==> config.mk <==
export PLATFORM = sky130hd
export DESIGN_NAME = control_sequencer
export DESIGN_NICKNAME = d
export VERILOG_FILES = /design/src/rtl/ctrl_pkg.sv /design/src/rtl/instr_decode.sv /design/src/rtl/control_sequencer.sv
export SDC_FILE = /design/constraint.sdc
export NUM_CORES = 1
export LEC_CHECK = 0
export CAP_MARGIN = 20
export CORE_MARGIN = 2
export CORE_UTILIZATION = 39
export CTS_BUF_LIST = sky130_fd_sc_hd__clkbuf_16
export CTS_CLUSTER_SIZE = 30
export DETAILED_ROUTE_END_ITERATION = 10
export PLACE_DENSITY = 0.88
export SYNTH_ARGS = -nofsm -noshare
export SYNTH_HDL_FRONTEND = slang
export SYNTH_SLANG_ARGS = --single-unit
==> constraint.sdc <==
create_clock -name clk -period 2.98 [get_ports clk]
set_input_delay 0.745 -clock clk [delete_from_list [all_inputs] [get_ports clk]]
set_output_delay 0.745 -clock clk [all_outputs]
set_load 0.01 [all_outputs]
==> src/rtl/ctrl_pkg.sv <==
// rtl/ctrl_pkg.sv - shared types and constants for the control sequencer
package ctrl_pkg;

    typedef enum logic [1:0] {
        ST_IDLE   = 2'd0,
        ST_DECODE = 2'd1,
        ST_EXEC   = 2'd2,
        ST_WB     = 2'd3
    } state_t;

    localparam logic [3:0] OP_NOP = 4'h0;
    localparam logic [3:0] OP_LDI = 4'hF;

    localparam logic [1:0] RW_IDLE = 2'b00;
    localparam logic [1:0] RW_WR   = 2'b01;
    localparam logic [1:0] RW_RD   = 2'b10;
    localparam logic [1:0] RW_RDWR = 2'b11;

    typedef struct packed {
        logic [3:0] opcode;
        logic [3:0] dest;
        logic [3:0] srca;
        logic [3:0] srcb;
    } instr_fields_t;

endpackage

==> src/rtl/instr_decode.sv <==
// rtl/instr_decode.sv - combinational split of an instruction word into its fields
module instr_decode
    import ctrl_pkg::*;
#(
    parameter int IW = 16
) (
    input  logic [IW-1:0]  instr,
    output instr_fields_t  fields
);

    always_comb begin
        fields = instr_fields_t'(instr[15:0]);
    end

endmodule

==> src/rtl/control_sequencer.sv <==
// rtl/control_sequencer.sv - IDLE/DECODE/EXEC/WB instruction sequencer
// Optional immediate-load path for opcode F is enabled by defining IMM_LOAD_EN.
module control_sequencer
    import ctrl_pkg::*;
#(
    parameter int IW = 16,
    parameter int AW = 4
) (
    input  logic          clk,
    input  logic          rst,
    input  logic [IW-1:0] instr,
    input  logic          instr_valid,
    output logic          instr_ready,
    input  logic          alu_done,
    output logic [AW-1:0] rf_DA,
    output logic [AW-1:0] rf_AA,
    output logic [AW-1:0] rf_BA,
    output logic [1:0]    rf_RW,
    output logic          rf_en,
    output logic [3:0]    alu_op,
    output logic          alu_start,
    output logic          d_sel,
    output logic [15:0]   imm,
    output logic          busy,
    output logic          err
);

    state_t        state_q, state_d;
    logic [IW-1:0] instr_q, instr_d;
    logic          alu_start_q, alu_start_d;
    instr_fields_t fields;

    instr_decode #(.IW(IW)) u_decode (
        .instr  (instr_q),
        .fields (fields)
    );

    always_ff @(posedge clk) begin
        if (rst) begin
            state_q     <= ST_IDLE;
            instr_q     <= '0;
            alu_start_q <= 1'b0;
        end else begin
            state_q     <= state_d;
            instr_q     <= instr_d;
            alu_start_q <= alu_start_d;
        end
    end

    always_comb begin
        state_d     = state_q;
        instr_d     = instr_q;
        alu_start_d = 1'b0;
        case (state_q)
            ST_IDLE: begin
                if (instr_valid && instr_ready) begin
                    instr_d = instr;
                    state_d = ST_DECODE;
                end
            end
            ST_DECODE: begin
                if (fields.opcode == OP_NOP) begin
                    state_d = ST_IDLE;
                end else if (fields.opcode == OP_LDI) begin
`ifdef IMM_LOAD_EN
                    state_d = ST_WB;
`else
                    state_d = ST_IDLE;
`endif
                end else begin
                    state_d     = ST_EXEC;
                    alu_start_d = 1'b1;
                end
            end
            // alu_done may arrive in the same cycle as the launch pulse
            ST_EXEC: begin
                if (alu_done) begin
                    state_d = ST_WB;
                end
            end
            ST_WB: begin
                state_d = ST_IDLE;
            end
            default: begin
                state_d = ST_IDLE;
            end
        endcase
    end

    always_comb begin
        instr_ready = (state_q == ST_IDLE) && !rst;
        busy        = (state_q != ST_IDLE);
        rf_DA       = AW'(fields.dest);
        rf_AA       = AW'(fields.srca);
        rf_BA       = AW'(fields.srcb);
        alu_op      = fields.opcode;
        alu_start   = alu_start_q;
        rf_RW       = RW_IDLE;
        rf_en       = 1'b0;
        err         = 1'b0;
        d_sel       = 1'b0;
        imm         = '0;
        case (state_q)
            ST_DECODE: begin
`ifdef IMM_LOAD_EN
                if (fields.opcode != OP_LDI) begin
                    rf_RW = RW_RD;
                    rf_en = 1'b1;
                end
`else
                rf_RW = RW_RD;
                rf_en = 1'b1;
                err   = (fields.opcode == OP_LDI);
`endif
            end
            ST_WB: begin
                rf_RW = RW_WR;
                rf_en = 1'b1;
`ifdef IMM_LOAD_EN
                // opcode F only reaches WB through the immediate path
                if (fields.opcode == OP_LDI) begin
                    d_sel = 1'b1;
                    imm   = {8'h00, fields.srca, fields.srcb};
                end
`endif
            end
            default: begin
            end
        endcase
    end

endmodule
* Word-level counts from Yosys, hierarchy flattened
Index checks and enable logic that the tools add are counted.
** Cells by class
- Bitwise operators :: 1
- Eq/ne operators :: 6
- Reduce and logical (&&, ||, !) cells :: 10
- Muxes and demuxes :: 9
** Operators with widths (number)
- 2-to-1 mux 2 bit :: 4
- case mux 2 bit (4 select lines) :: 1
- equality test 2 bit, second input constant :: 2
- equality test 4 bit, second input constant :: 1
- logical NOT 4 bit :: 1
- inequality test 2 bit, second input constant :: 2
- case mux 2 bit (2 select lines) :: 1
- AND reduction 2 bit :: 2
- 2-to-1 mux 1 bit :: 3
- OR reduction 3 bit :: 1
- equality test 2 x 1 -> 1 bit, second input constant :: 1
- logical AND 1 bit :: 2
- logical NOT 2 bit :: 1
- nonzero test 2 bit :: 1
- OR reduction 2 bit :: 1
- logical NOT 1 bit :: 1
- inverter 1 bit :: 1
** Storage, ports and cells
- Register bits after elaboration :: 19
- Word-level logic and storage cells :: 29

* Longest topological paths before layout
Gate-level depths: netlist (run 1).
- Word-level depth :: 5
- Mapped depth :: 4
- Depth with buffers taken out :: 2

* Hierarchy
Synthesis (run 1) repeated with hierarchy kept, for this count alone.
** Unflattened totals
- Cells, all modules :: 104
- Area, all modules :: 1094.8 sq um
** Modules (own cells, without submodules)
- control_sequencer :: times used 1, sequential area each 380.4 sq um, cells an instance 88, area an instance 974.7 sq um
- instr_decode :: times used 1, sequential area each 0.0 sq um, cells an instance 16, area an instance 120.1 sq um

* Worst setup path before layout (run 1)
Ideal clock, no wire load.
- Path type :: input to register
- Start point :: input rst
- End point :: register instr_q[10]
- Setup time :: 121 ps
- Slack :: 1063 ps
- Arrival time :: 1796 ps
- Cell stages on the path :: 4
- Cell sequence :: or4b_1 > buf_6 > buf_12 > mux2_4
** On the way
- Longest elaborated chain between the ends :: 4
** Ends and longest elaborated chain
- start: declaration :: RTL line control_sequencer.sv:10 : input logic rst,
- logical NOT 1 bit :: RTL line control_sequencer.sv:91 : instr_ready = (state_q == ST_IDLE) && !rst;
- logical AND 1 bit :: RTL line control_sequencer.sv:91
- logical AND 1 bit :: RTL line control_sequencer.sv:56 : if (instr_valid && instr_ready) begin
- AND reduction 2 bit (no source line)
- end signal: assignment :: RTL line control_sequencer.sv:45 : instr_q <= instr_d;
- end: declaration :: RTL line control_sequencer.sv:29 : logic [IW-1:0] instr_q, instr_d;
Several ways; a longest one is shown, not always the timed one.
A chain may end at the register's enable or synchronous reset.

* Worst setup path in the final report (run 1)
- Start point :: input rst
- End point :: output instr_ready
** On the way
- Longest elaborated chain between the ends :: 2
** Ends and longest elaborated chain
- logical NOT 1 bit :: RTL line control_sequencer.sv:91
- logical AND 1 bit :: RTL line control_sequencer.sv:91
- end: declaration :: RTL line control_sequencer.sv:13 : output logic instr_ready,
No other way between the ends.

==> results of run 1 <==
==> sequential cells by signal (all words and copies together) (netlist names), named ones only <==
signal,cells
alu_start,1
instr_q,16
state_q,1
==> per-stage QoR <==
stage	cell area, um2	utilization	instances	power, mW
after floorplan	1030	-	104	0.395
after global placement	1340	0.550	156	0.453
after detailed placement	1340	0.550	156	0.458
after CTS	1420	0.582	160	0.725
after global routing	1420	0.582	160	0.751
final	1420	0.582	160	0.715
==> routing by layer <==
metal  routed length [um]  up-vias  track usage  share of wire
li1                     -      338            -              -
met1                  788      315        0.151           0.42
met5                    0        -            0              0
met4                   19        0       0.0292          0.010
met3                  169        2       0.0278          0.090
met2                  909       35        0.228           0.48
==> cell type report <==
| class | count | area, um2 |
|---|---|---|
| fill | 203 | 1020 |
| sequential | 19 | 380 |
| multi-input combinational | 63 | 484 |
| tap | 30 | 37.5 |
| clock inverter | 1 | 3.75 |
| clock buffer | 3 | 75.1 |
| timing repair buffer | 44 | 435 |
==> power by group through the flow <==
stage	Combinational (mW)	Clock, mW	Sequential (mW)
finish	0.162	0.262	0.291
CTS	0.163	0.271	0.291
floorplan	0.0916	0	0.303
detailed placement	0.162	0	0.296
global placement	0.158	0	0.295
global route	0.175	0.282	0.294
==> worst max-delay path by stage <==
stage          from     endpoint  slack, ns
3_3_place_gp    rst  instr_ready       0.44
2_1_floorplan   rst  instr_q[10]       1.06
6_report        rst  instr_ready       0.44
4_1_cts         rst  instr_ready       0.43
5_1_grt         rst  instr_ready       0.37
3_5_place_dp    rst  instr_ready       0.44
==> critical path, cell delays in order <==
cell,delay (ns)
sky130_fd_sc_hd__clkdlybuf4s50_1,0.42
sky130_fd_sc_hd__nor2_1,0.10
sky130_fd_sc_hd__clkdlybuf4s50_1,0.53
==> cells by family after synthesis <==
logic type	synth area share
buffers and inverters	0.175
AND/OR/NAND/NOR	0.190
flip-flops	0.390
multiplexers	0.234
AO/OA/AOI/OAI	0.00771
other	0.00385
==> cells in the mapped netlist, drive strengths merged <==
cell type,number,area [um2]
and2,2,13.8
and2b,1,8.76
and4,1,8.76
buf,19,159
clkbuf,3,11.3
conb,1,3.75
dfxtp,19,380
mux2,16,218
mux2i,1,10.0
nor2,1,3.75
nor2b,16,100
nor3,2,10.0
nor4,1,6.26
o31ai,1,7.51
or2,1,6.26
or3b,2,17.5
or4b,1,10.0
==> flow_metrics.py, run 1 <==
metrics = {
    "floorplanning": {
        "design.core.area_mm2": 0.00243,
        "die_h_um": 54.0,
        "effective_utilization_at_floorplan": 0.401,
        "design.portCount": 60,
        "die_x_um": 54.0,
        "placementRows": 18,
        "die_area_mm2": 0.00291,
    },
    "pwr": {
        "power_report.internal_total_mw": 0.558,
        "p_seq_frac": 0.407,
        "p_sw_frac": 0.220,
        "p_sw_mw": 0.157,
        "share_clk_of_total_power": 0.367,
        "vdd_ir_drop_max_v": 0.000320,
        "pwr_density_cell_mw_per_mm2": 505,
        "comb_power_share": 0.227,
        "p_leak_nw": 0.616,
    },
    "worst_setup_path": {
        "r2r_slack_ns": 1.40,
        "r2r_cells": 3,
        "r2r_end": "instr_q[5]",
        "worstSetupEndpointType": "output port",
        "critical_path.startpoint_type": "input pin",
        "timing_worst_setup_path_type": "input pin to output port",
        "cp.arrival_ns": 1.80,
        "critPathRequiredTime_ns": 2.24,
        "cp_max_fo": 2,
    },
    "synth": {
        "synthesis.yosys.warnings": 0,
        "syn_inst": 88,
        "avgSynthCellArea_um2": 11.1,
        "ys_ff_latch": 19,
        "synth.cell_area_um2": 975,
        "synth_cell_types": 21,
        "yosysSeqAreaShare": 0.390,
    },
    "run_status": {
        "run_status": "complete, no violations",
    },
    "detailed_routing": {
        "drt_iter0_markers": 7,
        "via_count": 690,
        "wl_per_cell_um": 11.8,
        "detailedRoute.firstPassIterationCount": 4,
        "post_dr_vias_cell": 4.31,
        "routed_wirelength_mm": 1.89,
        "antenna_violating_nets_post_route": 0,
        "final_routed_drc_violation_total": 0,
    },
    "finish": {
        "drive_gt1_frac": 0.200,
        "layout_commonest_cell": "sky130_fd_sc_hd__clkdlybuf4s50_1",
        "layout_common_cells": "42 x sky130_fd_sc_hd__clkdlybuf4s50_1, 19 x sky130_fd_sc_hd__dfxtp_1, 17 x sky130_fd_sc_hd__conb_1, 16 x sky130_fd_sc_hd__nor2b_1, 10 x sky130_fd_sc_hd__mux2_4",
        "syn2layout_area_growth_pct": 45.3,
        "design.final.nets": 151,
        "antenna_cells_inserted": 0,
    },
    "sta": {
        "clock-skew-final_ns": 0.00217,
        "final_hold_viol_count": 0,
        "timing.fmax_mhz": 393,
        "layout_setup_ws_ns": 0.435,
        "timing.final.setup_violations": 0,
        "grt_setup_unrepaired": "false",
        "post-route-period-util": 0.854,
        "slew_violations": 0,
        "layout_min_cycle_time_ns": 2.54,
        "final_sum_of_negative_setup_slack_ns": 0,
        "finalHoldWorstSlack_ns": 0.547,
    },
    "clocking": {
        "post_cts_resized": 0,
        "clk_path_buf_depth": 2,
        "cts_tree": "built",
        "clock_sinks": 19,
        "cts_max_level": 1,
        "cts_post_setup_buffers_inserted": 0,
        "worst_setup_hold_path_clk_slew_ns": 0.05,
        "cts_buffers": 3,
        "cts_hold_buf": 0,
        "cts-root-buf": "sky130_fd_sc_hd__clkbuf_16",
        "worstSkewPairLatency_ns": 0.24,
    },
    "placed_design": {
        "dp.final_hpwl_mm": 1.43,
        "gpl.final_weighted_congestion": 0.658,
        "numPortBuffers": 42,
        "place_worst_setup_slack_ns": 0.435,
    },
    "grt": {
        "grt_pass1_wl_mm": 2.68,
        "grt_use_total": 0.126,
        "maximum_number_of_pins_on_one_net_before_global_route_repair": 21,
        "gr-total-overflow": 0,
        "vias_in_the_first_global_route": 600,
        "antenna_found_initial": 0,
    },
    "hold_path": {
        "whs_endpoint": "state_q[0]",
        "hp-class": "flip-flop to flip-flop",
        "hold_crit_start": "state_q[0]",
        "number_of_cells_on_the_worst_hold_path": 1,
    },
    "run": {
        "cap_violations": 0,
    },
}
Note: power is estimated with default switching activity, not from simulation.
==> inputs of run 2 (changes only) <==
Settings changed: REMOVE_ABC_BUFFERS set to 1.
==> run 2 against run 1 <==
Net effect: sequential cell count unchanged; sequential share of layout area about the same; via count increased by 0.72%; count of clock-buffer cells in the layout unchanged; combinational power about the same; fmax decreased by 0.12%; total power increased by 0.93%; setup slack got worse by 0.0030 ns; critical path depth unchanged; critical path type unchanged; largest cell class unchanged; largest power group unchanged.
==> flow_metrics.py, run 2 (synthesis results as in run 1) <==
metrics = {
    "pwr": {
        "power_report.internal_total_mw": 0.560,
        "p_sw_mw": 0.162,
        "p_leak_nw": 0.614,
        "pwr_density_cell_mw_per_mm2": 509,
        "comb_power_share": 0.224,
        "p_seq_frac": 0.402,
        "total_power_mw": 0.722,
        "share_clk_of_total_power": 0.374,
        "p_sw_frac": 0.225,
        "vdd_ir_drop_max_v": 0.000320,
    },
    "worst_setup_path": {
        "path_cells": "clkdlybuf4s50_1, nor2_1, clkdlybuf4s50_1",
        "max_stage_delay_ns": 0.53,
        "critPathRequiredTime_ns": 2.24,
        "cp_max_fo": 2,
        "timing_worst_setup_path_type": "input pin to output port",
        "critical_path.n_buffers_inverters": 2,
        "path_common_cell": "sky130_fd_sc_hd__clkdlybuf4s50_1",
        "critical_path.slowest_cell": "sky130_fd_sc_hd__clkdlybuf4s50_1",
        "r2r_cells": 3,
        "critical_path_depth": 3,
        "cp.arrival_ns": 1.80,
        "worstSetupEndpointType": "output port",
        "critPathTopFamily": "buffers and inverters",
        "critical_path.startpoint_type": "input pin",
    },
    "grt": {
        "vias_in_the_first_global_route": 634,
        "maximum_number_of_pins_on_one_net_before_global_route_repair": 21,
        "grt_pass1_wl_mm": 2.70,
        "gr-total-overflow": 0,
        "antenna_found_initial": 0,
        "grt_use_total": 0.130,
    },
    "sta": {
        "clock-skew-final_ns": 0.00260,
        "final_hold_viol_count": 0,
        "slew_violations": 0,
        "timing.fmax_mhz": 393,
        "timing.final.setup_violations": 0,
        "layout_setup_ws_ns": 0.432,
        "layout_min_cycle_time_ns": 2.55,
        "finalHoldWorstSlack_ns": 0.550,
        "post-route-period-util": 0.855,
        "grt_setup_unrepaired": "false",
        "final_sum_of_negative_setup_slack_ns": 0,
    },
    "clocking": {
        "cts_buffers": 3,
        "cts_post_setup_buffers_inserted": 0,
        "worstSkewPairLatency_ns": 0.25,
        "post_cts_resized": 0,
        "cts_tree": "built",
        "clock_sinks": 19,
        "cts_hold_buf": 0,
        "worst_setup_hold_path_clk_slew_ns": 0.05,
        "clk_path_buf_depth": 2,
        "cts-root-buf": "sky130_fd_sc_hd__clkbuf_16",
        "cts_max_level": 1,
    },
    "floorplanning": {
        "die_x_um": 54.0,
        "effective_utilization_at_floorplan": 0.401,
        "design.portCount": 60,
        "die_area_mm2": 0.00291,
        "design.core.area_mm2": 0.00243,
        "die_h_um": 54.0,
        "placementRows": 18,
    },
    "placed_design": {
        "numPortBuffers": 42,
        "gpl.final_weighted_congestion": 0.656,
        "dp.final_hpwl_mm": 1.35,
        "dp_cells": 156,
        "place_worst_setup_slack_ns": 0.427,
    },
    "detailed_routing": {
        "post_dr_vias_cell": 4.34,
        "wl_per_cell_um": 11.5,
        "detail_route.wirelength.met1_um": 770,
        "routed_wirelength_mm": 1.84,
        "highest_layer_used_for_signal_routing": "met4",
        "via_count": 695,
        "final_routed_drc_violation_total": 0,
        "wl_met2_um": 906,
        "drt_iter0_markers": 2,
        "detailedRoute.firstPassIterationCount": 2,
        "antenna_violating_nets_post_route": 0,
        "wl_met3_um": 149,
    },
    "hold_path": {
        "hp-class": "flip-flop to flip-flop",
        "number_of_cells_on_the_worst_hold_path": 1,
    },
    "run": {
        "cap_violations": 0,
    },
    "finish": {
        "syn2layout_area_growth_pct": 45.4,
        "layout_commonest_cell": "sky130_fd_sc_hd__clkdlybuf4s50_1",
        "layout_common_cells": "42 x sky130_fd_sc_hd__clkdlybuf4s50_1, 19 x sky130_fd_sc_hd__dfxtp_1, 17 x sky130_fd_sc_hd__conb_1, 16 x sky130_fd_sc_hd__nor2b_1, 10 x sky130_fd_sc_hd__mux2_4",
        "instances_no_fill": 160,
        "largest_register_ffs": 16,
        "design.final.nets": 151,
        "drive_gt1_frac": 0.208,
        "antenna_cells_inserted": 0,
        "max_flop_register": "instr_q",
    },
    "run_status": {
        "run_status": "complete, no violations",
    },
}
==> run 2: stage by stage <==
stage               instance area, um2   util
floorplan                          865      -
global placement                  1340  0.550
detailed placement                1340  0.550
CTS                               1420  0.583
global route                      1420  0.583
finish                            1420  0.583
==> run 2: cell type report <==
class	instances	area [um2]
Fill cell	219	1010
Multi-Input combinational cell	63	484
Timing Repair Buffer	44	435
Sequential cell	19	380
Clock buffer	3	75.1
Tap cell	30	37.5
Clock inverter	1	5.00
==> run 2: layer usage <==
| metal | vias to the layer above | GRT usage |
|---|---|---|
| li1 | 338 | - |
| met1 | 320 | 0.149 |
| met2 | 35 | 0.226 |
| met3 | 2 | 0.0472 |
| met4 | 0 | 0.0375 |
| met5 | - | 0 |
==> run 2: final timing paths <==
path         slack, ns          end       start
max               0.43  instr_ready         rst
max reg2reg       1.42  instr_q[10]   flip-flop
min               0.55   state_q[0]  state_q[0]
min reg2reg       0.55   state_q[0]  state_q[0]
==> run 2: power by group through the flow <==
| stage | combinational [mW] | sequential (mW) | clock, mW |
|---|---|---|---|
| global placement | 0.159 | 0.295 | 0 |
| detailed placement | 0.162 | 0.295 | 0 |
| CTS | 0.163 | 0.290 | 0.276 |
| floorplan | 0.0649 | 0.304 | 0 |
| finish | 0.162 | 0.290 | 0.270 |
| global route | 0.175 | 0.293 | 0.292 |
==> inputs of run 3 (changes only) <==
Settings changed: HOLD_SLACK_MARGIN set to 0.03.
==> results of run 3 <==
Final layout, timing and power as in run 2 (identical DEF).
